## config.mk

```make
export PLATFORM = sky130hd
export DESIGN_NAME = freq_generator_flat
export DESIGN_NICKNAME = d
export VERILOG_FILES = /design/src/rtl/freq_generator_if.sv /design/src/rtl/freq_generator.sv /design/src/flat_wrapper.sv
export SDC_FILE = /design/constraint.sdc
export NUM_CORES = 1
export LEC_CHECK = 0
export ABC_AREA = 0
export BUFFER_PORTS_ARGS = -buffer_cell sky130_fd_sc_hd__buf_2
export CORE_MARGIN = 2
export CORE_UTILIZATION = 35
export DETAILED_ROUTE_END_ITERATION = 16
export GPL_ROUTABILITY_DRIVEN = 0
export SYNTH_ARGS = -nofsm -noshare
export SYNTH_HDL_FRONTEND = slang
export SYNTH_SLANG_ARGS = --single-unit
```

## constraint.sdc

```tcl
create_clock -name i_clk -period 4.5 [get_ports i_clk]
set_input_delay 0.225 -clock i_clk [delete_from_list [all_inputs] [get_ports i_clk]]
set_output_delay 0.225 -clock i_clk [all_outputs]
set_load 0.01 [all_outputs]
```

## src/rtl/freq_generator_if.sv

```systemverilog
// Request/status bundle for freq_generator: a FREQ/LOAD request side and the
// generated wave plus status. The generator drives the slave side.
interface freq_generator_if;
  logic [7:0] freq;
  logic       load;
  logic       ready;
  logic       out;
  logic       active;
  logic [7:0] cur_freq;

  // Handshake: a request transfers on a cycle where load=1 and ready=1.
  // load with ready=0 is dropped, never queued. freq is sampled only on transfer.
  modport master (output freq, load, input ready, out, active, cur_freq);
  modport slave  (input freq, load, output ready, out, active, cur_freq);
endinterface

```

## src/rtl/freq_generator.sv

```systemverilog
// Square-wave generator: a 32-cycle restoring divide turns the requested Hz into
// a half-period in clock cycles, then a counter toggles OUT every HALF cycles.
module freq_generator #(
  parameter int unsigned CLK_HZ = 100000000
) (
  input  logic                i_clk,
  input  logic                i_rst_n,
  freq_generator_if.slave     bus,
  output logic [1:0]          o_dbg_state
);

  typedef enum logic [1:0] {
    S_IDLE   = 2'd0,
    S_DIVIDE = 2'd1,
    S_RUN    = 2'd2
  } state_t;

  localparam logic [31:0] DIVIDEND = 32'(CLK_HZ / 2);

  state_t      r_state;
  state_t      w_state_next;
  logic [7:0]  r_cur_freq;
  logic [31:0] r_half;
  logic [31:0] r_half_cnt;
  logic        r_out;
  logic [31:0] r_rem;
  logic [31:0] r_quo;
  logic [4:0]  r_div_cnt;

  logic        w_ready;
  logic        w_accept;
  logic        w_div_last;
  logic [32:0] w_rem_shift;
  logic [32:0] w_divisor;
  logic        w_sub_ok;
  logic [32:0] w_rem_sub;
  logic [31:0] w_rem_next;
  logic [31:0] w_quo_next;
  logic        w_toggle;

  assign w_ready    = (r_state != S_DIVIDE);
  assign w_accept   = bus.load && w_ready;
  assign w_div_last = (r_state == S_DIVIDE) && (r_div_cnt == 5'd31);
  assign w_toggle   = (r_state == S_RUN) && (r_half_cnt == (r_half - 32'd1));

  // One restoring step: shift the next dividend bit into the remainder and
  // subtract when it fits. A zero divisor yields junk that is never used.
  assign w_rem_shift = {r_rem, r_quo[31]};
  assign w_divisor   = {25'd0, r_cur_freq};
  assign w_sub_ok    = (w_rem_shift >= w_divisor);
  assign w_rem_sub   = w_rem_shift - w_divisor;
  assign w_rem_next  = w_sub_ok ? w_rem_sub[31:0] : w_rem_shift[31:0];
  assign w_quo_next  = {r_quo[30:0], w_sub_ok};

  always_comb begin
    w_state_next = r_state;
    case (r_state)
      S_IDLE:   if (w_accept) w_state_next = S_DIVIDE;
      S_DIVIDE: if (w_div_last) w_state_next = (r_cur_freq == 8'd0) ? S_IDLE : S_RUN;
      S_RUN:    if (w_accept) w_state_next = S_DIVIDE;
      default:  w_state_next = S_IDLE;
    endcase
  end

  always_ff @(posedge i_clk or negedge i_rst_n) begin
    if (!i_rst_n) r_state <= S_IDLE;
    else          r_state <= w_state_next;
  end

  always_ff @(posedge i_clk or negedge i_rst_n) begin
    if (!i_rst_n) begin
      r_cur_freq <= 8'd0;
      r_half     <= 32'd0;
      r_half_cnt <= 32'd0;
      r_out      <= 1'b0;
      r_rem      <= 32'd0;
      r_quo      <= 32'd0;
      r_div_cnt  <= 5'd0;
    end else begin
      if (w_accept) begin
        r_cur_freq <= bus.freq;
        r_rem      <= 32'd0;
        r_quo      <= DIVIDEND;
        r_div_cnt  <= 5'd0;
      end else if (r_state == S_DIVIDE) begin
        r_rem     <= w_rem_next;
        r_quo     <= w_quo_next;
        r_div_cnt <= r_div_cnt + 5'd1;
        if (w_div_last) begin
          r_half     <= (r_cur_freq == 8'd0) ? 32'd0 : w_quo_next;
          r_half_cnt <= 32'd0;
          r_out      <= 1'b0;
        end
      end
      // A toggle due on the same cycle as an accepted load still lands.
      if (r_state == S_RUN) begin
        if (w_toggle) begin
          r_half_cnt <= 32'd0;
          r_out      <= ~r_out;
        end else begin
          r_half_cnt <= r_half_cnt + 32'd1;
        end
      end
    end
  end

  assign bus.ready    = w_ready;
  assign bus.out      = r_out;
  assign bus.active   = (r_state == S_RUN);
  assign bus.cur_freq = r_cur_freq;
  assign o_dbg_state  = r_state;

endmodule

```

## src/flat_wrapper.sv

```systemverilog
// flat-port wrapper written by rule: the top's interface ports become plain ports
module freq_generator_flat 
#(
  parameter int unsigned CLK_HZ = 100000000
)
  (i_clk, i_rst_n, o_dbg_state, bus_freq, bus_load, bus_ready, bus_out, bus_active, bus_cur_freq);
  freq_generator_if bus_i ();
  input  logic i_clk;
  input  logic i_rst_n;
  output logic [1:0] o_dbg_state;
  input wire logic [$bits(bus_i.freq)-1:0] bus_freq;
  input wire logic [$bits(bus_i.load)-1:0] bus_load;
  output wire logic [$bits(bus_i.ready)-1:0] bus_ready;
  output wire logic [$bits(bus_i.out)-1:0] bus_out;
  output wire logic [$bits(bus_i.active)-1:0] bus_active;
  output wire logic [$bits(bus_i.cur_freq)-1:0] bus_cur_freq;
  assign bus_i.freq = bus_freq;
  assign bus_i.load = bus_load;
  assign bus_ready = bus_i.ready;
  assign bus_out = bus_i.out;
  assign bus_active = bus_i.active;
  assign bus_cur_freq = bus_i.cur_freq;
  freq_generator #(.CLK_HZ(CLK_HZ)) u_core (.i_clk(i_clk), .i_rst_n(i_rst_n), .bus(bus_i), .o_dbg_state(o_dbg_state));
endmodule
```

After elaboration in Yosys (flattened, before gate mapping) --
Cells that the tools add are included.
Word-level totals: bits in registers 144, bits of input ports 11, output and inout bits 13, logic and storage cells 57
Operators by class: $add $sub $neg 4, $lt $le $gt $ge 1, equality and inequality tests 8, mux-type cells 22, bitwise gates (word level) 2, reductions and logical operators 12
Operators by type and width (count):
- two-way mux 32 bit | 11
- >= comparator 33 x 8 -> 1 bit | 1
- adder 32 x 1 -> 32 bit, second input constant | 1
- == test 32 bit | 1
- subtractor 32 x 1 -> 32 bit, second input constant | 1
- subtractor 32 x 8 -> 32 bit | 1
- two-way mux 5 bit | 2
- logical NOT 8 bit | 1
- two-way mux 2 bit | 3
- inequality test 2 x 1 -> 1 bit, second input constant | 3
- AND reduction 3 bit | 2
- nonzero test 2 bit | 3
- adder 5 x 1 -> 5 bit, second input constant | 1
- == test 5 bit, second input constant | 1
- two-way mux 1 bit | 5
- case mux 2 bit (2 select lines) | 1
- logical AND 1 bit | 3
- == test 2 x 1 -> 1 bit, second input constant | 1
- == test 2 bit, second input constant | 1
- logical NOT 2 bit | 1
- inequality test 2 bit, second input constant | 1
- NOT 1 bit | 2
- AND reduction 2 bit | 1
- OR reduction 2 bit | 1

Depth between registers and ports, before layout --
Gate-level depths: netlist (run 1).
depth in word-level cells 7, depth in mapped cells 14, depth with buffers taken out 12

Worst setup path after synthesis (run 1) --
Ideal clock, no wire load.
path type flip-flop to flip-flop, start register u_core.r_half[22], end register u_core.r_half_cnt[1], setup time 0.122 ns, arrival 3.197 ns, data required time 4.378 ns, slack 1.182 ns, cell stages (with the launch flop) 12, buffers on the path 3, period minus slack after synthesis 3.318 ns, path through dfrtp_1 -> buf_6 -> nor4_2 -> nand4_2 -> or3_4 -> or4_1 -> o311a_1 -> or4_4 -> or2_1 -> buf_6 -> buf_8 -> a32o_1
On the way: longest elaborated chain between the ends 5
Ends and longest elaborated chain:
- start, declared | RTL line freq_generator.sv:23 | logic [31:0] r_half;
- start signal, assigned | RTL line freq_generator.sv:90 | r_half <= (r_cur_freq == 8'd0) ? 32'd0 : w_quo_next;
- subtractor 32 x 1 -> 32 bit | RTL line freq_generator.sv:44 | assign w_toggle = (r_state == S_RUN) && (r_half_cnt == (r_half - 32'd1));
- == test 32 bit | RTL line freq_generator.sv:44
- logical AND 1 bit | RTL line freq_generator.sv:44
- two-way mux 32 bit | RTL line freq_generator.sv:97 | if (w_toggle) begin
- two-way mux 32 bit | RTL line freq_generator.sv:96 | if (r_state == S_RUN) begin
- end signal, assigned | RTL line freq_generator.sv:101 | r_half_cnt <= r_half_cnt + 32'd1;
- end, declared | RTL line freq_generator.sv:24 | logic [31:0] r_half_cnt;
No other way between the ends. A chain may end at the register's enable or synchronous reset.

Worst setup path in the final report (run 1) --
start register u_core.r_half[8], end register u_core.r_half_cnt[19]
Same word-level chain as after synthesis.

==> out/results.txt, run 1 <==
Mean number of vias per cell = 5.34
Syn Nets = 1,000
Core Box Area = 24,100 µm²
Maxcap violations = 0
CTS tree = built
Clock skew = 10.2 ps
Register area = 3600 µm²
Netlist cell types = 84
F_max = 259 MHz
Worst Path Required = 4820 ps
Synth Instances = 971
CTS Buffer Depth = 2
Pre-CTS WS = 686 ps
GRT overflow = 0
Ys Warns = 0
Post-DP Area = 8790 µm²
Status = completed
Ratio of cells with drive above 1 in the final layout = 9.77%
Drt total wl = 19,500 µm
Pin count of the biggest net entering global routing = 106
Skew-Pair Late Insertion Delay = 440 ps
Final setup violation count = 0
Inserted Clock Buffers = 17
Maximum vdd ir drop = 0.000339 V
Root Buffer = clkbuf_16
Clk sink count = 144
First-pass GRT wire length = 33,300 µm
Top Ports = 24
Synth Register Bits = 144
DP Wirelength = 12,900 µm
Worst slew margin = 21.6%
Slew @ Worst Pin = 1170 ps
Gr usage total = 15.7%
Leakage = 0.00407 µW
Most used DFF post-synth = dfrtp_1
Area growth syn-to-layout = 11.0%
Crit path DAT = 4180 ps
Commonest cells after routing, fill and taps aside = nand2_1 (183), dfrtp_1 (144), o21ai_0 (94)
Placed cells = 1,267
Effective utilization at floorplan = 35.3%
Iter 0 DRT Violations = 478
Die width = 160 µm
Site Rows = 57
Crit share post-route = 85.8%
Initial antenna violation count = 0
Max-slew violations = 0
Multi-input logic area = 4470 µm²
Power Dens Cells = 542 nW/µm²
Drt first pass iters = 7
Final Hold Vio Count = 0
Fill count = 2,454
Die ar. = 25,500 µm²
Sequential fraction of the synthesis area = 42.4%
Wirelength per Cell = 14.9 µm
Crit path max fanout = 48
I/O Buffers = 23
Worst Setup End Kind = flop
Async S/R FF share, synth = 100%
CTS H-tree depth = 4
Syn Area/Cell = 8.75 µm²
Die Ht = 160 µm
Setup_tns = 0 ps
RSZ-0062 raised after global routing = no
Commonest non-fill, non-tap cell in the layout = nand2_1
Vias post-DR = 6,973
Kind of critical path = flop to flop
HP Class = input pin to flop
Via count of the first global-routing pass = 6,544
Ant. Diodes = 0
Area of the mapped netlist = 8500 µm²
Layout Cells excl Fill = 1,307
Post-route cell area = 9430 µm²
EDFF count, synth = 0
Setup slack after layout = 638 ps
Nets = 999
ANT nets after route = 0
Crit path time final = 3860 ps
DRC errors left = 0
Clk slew on worst S/H paths = 60 ps
CP Launch Type = flop
==> cell usage after synthesis, types with 5 or more instances <==
cell type	number	area share (%)
and2_1	7	0.52
clkbuf_1	45	2.0
and3_1	18	1.3
o21ai_0	95	5.6
o311ai_0	9	0.93
o211ai_1	9	0.79
nand2_1	183	8.1
o21a_1	5	0.44
inv_1	31	1.4
nor2b_1	9	0.66
dfrtp_1	144	42
nor2_1	48	2.1
nor3_1	20	1.2
or3_1	6	0.44
o22ai_1	23	1.7
a22o_1	11	1.1
o31ai_1	7	0.62
nor3b_1	10	0.88
xnor2_1	39	4.0
o311ai_1	5	0.52
nand3_1	29	1.7
xor2_1	24	2.5
nand2b_1	6	0.44
nand3b_1	6	0.53
a21oi_1	8	0.47
nand4_1	25	1.8
nor4_1	21	1.5
buf_1	5	0.22
ha_1	17	2.5
a21o_1	15	1.3
or4_1	10	0.88
==> per-stage QoR <==
stage / utilization [%] / hold slack (ps) / total power (µW)
finish: 39.1 / 37.1 / 5110
global route: 39.1 / 17.6 / 5500
global placement: 36.5 / 425 / 3740
CTS: 39.1 / 23.0 / 5150
detailed placement: 36.5 / 432 / 3760
floorplan: - / -70.6 / 3290
==> per-layer routing <==
| metal | part of all wire, % | vias up | track usage [%] |
|---|---|---|---|
| li1 | - | 3487 | - |
| met1 | 51 | 3341 | 23.0 |
| met2 | 44 | 125 | 23.2 |
| met4 | 1.4 | 0 | 5.28 |
| met3 | 3.5 | 20 | 3.04 |
| met5 | 0 | - | 0 |
==> cells by family (layout without fill, tap and decap cells) <==
group	count (synthesis)	after routing	synth area share, %
compound gates	223	223	17.4
xor+xnor	63	63	6.49
fa+ha+maj	18	18	2.74
buf+inv	92	104	5.03
flops	144	144	42.4
mux	4	4	0.501
simple gates	427	427	25.4
==> layout make-up <==
cell class                      instances  share of cell area [%]
Clock inverter                         14                    1.29
Sequential cell                       144                    38.2
Multi-Input combinational cell        735                    47.4
Clock buffer                           18                    4.66
Inverter                               31                    1.23
Timing Repair Buffer                   41                    2.93
Tap cell                              324                    4.30
==> what timing repair did <==
item,CTS,global route
endpoints found under the hold margin,78,0
buffers inserted,0,0
hold buffers,8,0
resized for setup,0,0
==> state kept, by name, indices dropped and copies added, names as in the netlist <==
register             cells
u_core.r_div_cnt         5
u_core.o_dbg_state       2
u_core.bus.cur_freq      8
u_core.r_quo            32
u_core.r_half           32
u_core.r_rem            32
u_core.bus.out           1
u_core.r_half_cnt       32
==> worst paths after layout <==
check	start	slack, ps	end	cells after the start
setup / recovery	u_core.r_half[8]	640	u_core.r_half_cnt[19]	10
hold / removal	bus_freq[0]	40	u_core.bus.cur_freq[0]	2
setup reg to reg	u_core.r_half[8]	640	u_core.r_half_cnt[19]	10
hold reg to reg	u_core.bus.out	500	u_core.bus.out	1
max in group asynchronous	i_rst_n	2850	u_core.r_half[12]	3
min in group asynchronous	i_rst_n	440	u_core.r_half_cnt[2]	2
==> worst max-delay path, stage by stage, from the launching register on <==
cell and delay [ps]:
dfrtp_1 440, nor4_1 490, nand2_1 400, or4_2 740
o311ai_0 120, nor2_1 90, or4_4 540, o21ai_2 120
buf_4 420, o21ai_0 170, a21o_1 210
==> power breakdown <==
part,internal (µW),switching (µW)
sequential,1560,252
clock,738,623
combinational,771,1170
Power figures use the tool's default switching activity.
==> run 2: changes to the inputs <==
==> constraint.sdc (replaced) <==
create_clock -name i_clk -period 4.5 [get_ports i_clk]
set_input_delay 0.9 -clock i_clk [delete_from_list [all_inputs] [get_ports i_clk]]
set_output_delay 0.9 -clock i_clk [all_outputs]
set_load 0.01 [all_outputs]
==> run 2 against run 1 <==
Effect of this change: maximum frequency shrank 2.3%; hold slack better by 450 ps; global-route usage rose by 0.58 points; cell area is 0.66% higher; setup slack lost 90 ps; clock power up 19%; sequential share of layout area down 0.25 points; non-clock buffer count fell by 5; wire length up 2.2%.
==> out/results.txt, run 2 (same netlist as run 1, synthesis figures left out) <==
Commonest cells after routing, fill and taps aside = nand2_1 (183), dfrtp_1 (144), o21ai_0 (94) (unchanged)
# Post-CTS Setup Buffers = 0 (unchanged)
Commonest non-fill, non-tap cell in the layout = nand2_1 (unchanged)
CP endpoint = u_core.r_half_cnt[15] (was u_core.r_half_cnt[19])
Die ar. = 25,500 µm² (unchanged)
Max-slew violations = 0 (unchanged)
Effective utilization at floorplan = 35.3% (unchanged)
Register area = 3600 µm² (unchanged)
Critical Path, Cell by Cell = nor4_1 > nand2_1 > or4_2 > o311ai_0 > nor2_1 > or4_4 > o21ai_2 > buf_4 > o21ai_0 > a21o_1 (unchanged)
Leakage = 0.00411 µW (was 0.00407 µW)
Pin count of the biggest net entering global routing = 104 (was 106)
CTS tree = built (unchanged)
Drt first pass iters = 5 (was 7)
Worst reg2reg path depth = 10 (unchanged)
Post-CTS Hold Buffers = 0 (was 8)
Kind of critical path = flop to flop (unchanged)
Multi-input logic area = 4470 µm² (unchanged)
Crit path DAT = 4280 ps (was 4180 ps)
Slowest Stage Delay on Critical Path = 740 ps (about the same)
I/O Buffers = 23 (unchanged)
CP Launch Type = flop (unchanged)
Post-layout total power = 5370 µW (was 5110 µW)
HP Class = flop to flop (was input pin to flop)
Top Ports = 24 (unchanged)
Worst Setup SP = u_core.r_half[7] (was u_core.r_half[8])
Maxcap violations = 0 (unchanged)
Worst Path Required = 4830 ps (was 4820 ps)
Final Hold Vio Count = 0 (unchanged)
Worst path bufs/invs = 1 (unchanged)
Maximum vdd ir drop = 0.000329 V (was 0.000339 V)
Clock skew = 14.4 ps (was 10.2 ps)
Area growth syn-to-layout = 11.7% (was 11.0%)
Ratio of cells with drive above 1 in the final layout = 10.0% (was 9.77%)
Setup_tns = 0 ps (unchanged)
R2R setup slack = 550 ps (was 640 ps)
Worst path depth = 10 (unchanged)
First-pass GRT wire length = 34,200 µm (was 33,300 µm)
Root Buffer = clkbuf_16 (unchanged)
Gr usage total = 16.3% (was 15.7%)
DP Wirelength = 13,100 µm (was 12,900 µm)
Mean number of vias per cell = 5.33 (was 5.34)
Crit share post-route = 87.8% (was 85.8%)
Wirelength per Cell = 15.3 µm (was 14.9 µm)
Fill count = 2,482 (was 2,454)
Post-DP Area = 8830 µm² (was 8790 µm²)
Post-cts resize count = 0 (unchanged)
Crit path time final = 3950 ps (was 3860 ps)
DRC errors left = 0 (unchanged)
Vias post-DR = 6,939 (was 6,973)
Via count of the first global-routing pass = 6,717 (was 6,544)
Clk slew on worst S/H paths = 60 ps (about the same)
Nets = 994 (was 999)
Final setup violation count = 0 (unchanged)
Worst slew margin = 34.6% (was 21.6%)
Initial antenna violation count = 0 (unchanged)
Drt total wl = 19,900 µm (was 19,500 µm)
Core Box Area = 24,100 µm² (unchanged)
Power Dens Cells = 566 nW/µm² (was 542 nW/µm²)
Crit-path slowest cell = or4_2 (unchanged)
Crit path max fanout = 48 (unchanged)
Reg2Reg Launch Point = u_core.r_half[7] (was u_core.r_half[8])
Final hold slack = 489 ps (was 37.1 ps)
Clk sink count = 144 (unchanged)
Inserted Clock Buffers = 17 (unchanged)
F_max = 253 MHz (was 259 MHz)
Die Ht = 160 µm (unchanged)
ANT nets after route = 0 (unchanged)
RR Endpoint = u_core.r_half_cnt[15] (was u_core.r_half_cnt[19])
Final Util = 39.4% (was 39.1%)
Site Rows = 57 (unchanged)
CTS H-tree depth = 4 (unchanged)
Post-route cell area = 9500 µm² (was 9430 µm²)
Slew @ Worst Pin = 981 ps (was 1170 ps)
CTS Buffer Depth = 2 (unchanged)
Ant. Diodes = 0 (unchanged)
GRT overflow = 0 (unchanged)
Worst Setup End Kind = flop (unchanged)
Die width = 160 µm (unchanged)
Status = completed (unchanged)
Skew-Pair Late Insertion Delay = 440 ps (about the same)
RSZ-0062 raised after global routing = no (unchanged)
Critical path's top delay family = simple AND/OR/NAND/NOR gates (unchanged)
Iter 0 DRT Violations = 444 (was 478)
## run 2: report_power, final
part,internal [µW],leakage [µW],switching [µW],total [µW]
registers,1560,0.00193,250,1810
clock network,1030,0.000325,589,1620
logic,776,0.00186,1160,1940
total,3370,0.00411,2000,5370
## run 2: worst reg2reg max path, cell delays in order, from the launching register on
cell and delay, ps:
dfrtp_1 440, nor4_1 570, nand2_1 410, or4_2 750, o311ai_0 130, nor2_1 90, or4_4 540, o21ai_2 120
buf_4 430, o21ai_0 190, a21o_1 210
## run 2: worst min path at each step
| stage | depth (start not counted) | startpoint | to |
|---|---|---|---|
| 6_report | 1 | u_core.bus.out | u_core.bus.out |
| 4_1_cts | 1 | u_core.bus.out | u_core.bus.out |
| 2_1_floorplan | 1 | u_core.r_div_cnt[4] | u_core.r_div_cnt[4] |
| 3_5_place_dp | 1 | u_core.bus.out | u_core.bus.out |
| 5_1_grt | 1 | u_core.bus.out | u_core.bus.out |
| 3_3_place_gp | 1 | u_core.bus.out | u_core.bus.out |
## run 2: metal layers
metal / global-route usage [%] / share of wire (%) / up-vias / wire (µm)
met3: 3.90 / 3.9 / 26 / 779
met2: 24.0 / 44 / 106 / 8830
met1: 23.4 / 50 / 3332 / 9960
li1: - / - / 3475 / -
met4: 5.45 / 1.6 / 0 / 326
met5: 0 / 0 / - / 0
## run 2: cell type report
type / count / area share (%)
Multi-Input combinational cell: 735 / 47.1
Sequential cell: 144 / 37.9
Clock buffer: 21 / 4.95
Tap cell: 324 / 4.27
Timing Repair Buffer: 36 / 2.44
Clock inverter: 11 / 2.08
Inverter: 31 / 1.23
## run 2: through the flow
stage	worst slack (ps)	std cells
after floorplan	1180	971
after global placement	699	1270
after detailed placement	566	1270
after CTS	550	1302
after global routing	116	1302
final	549	1302
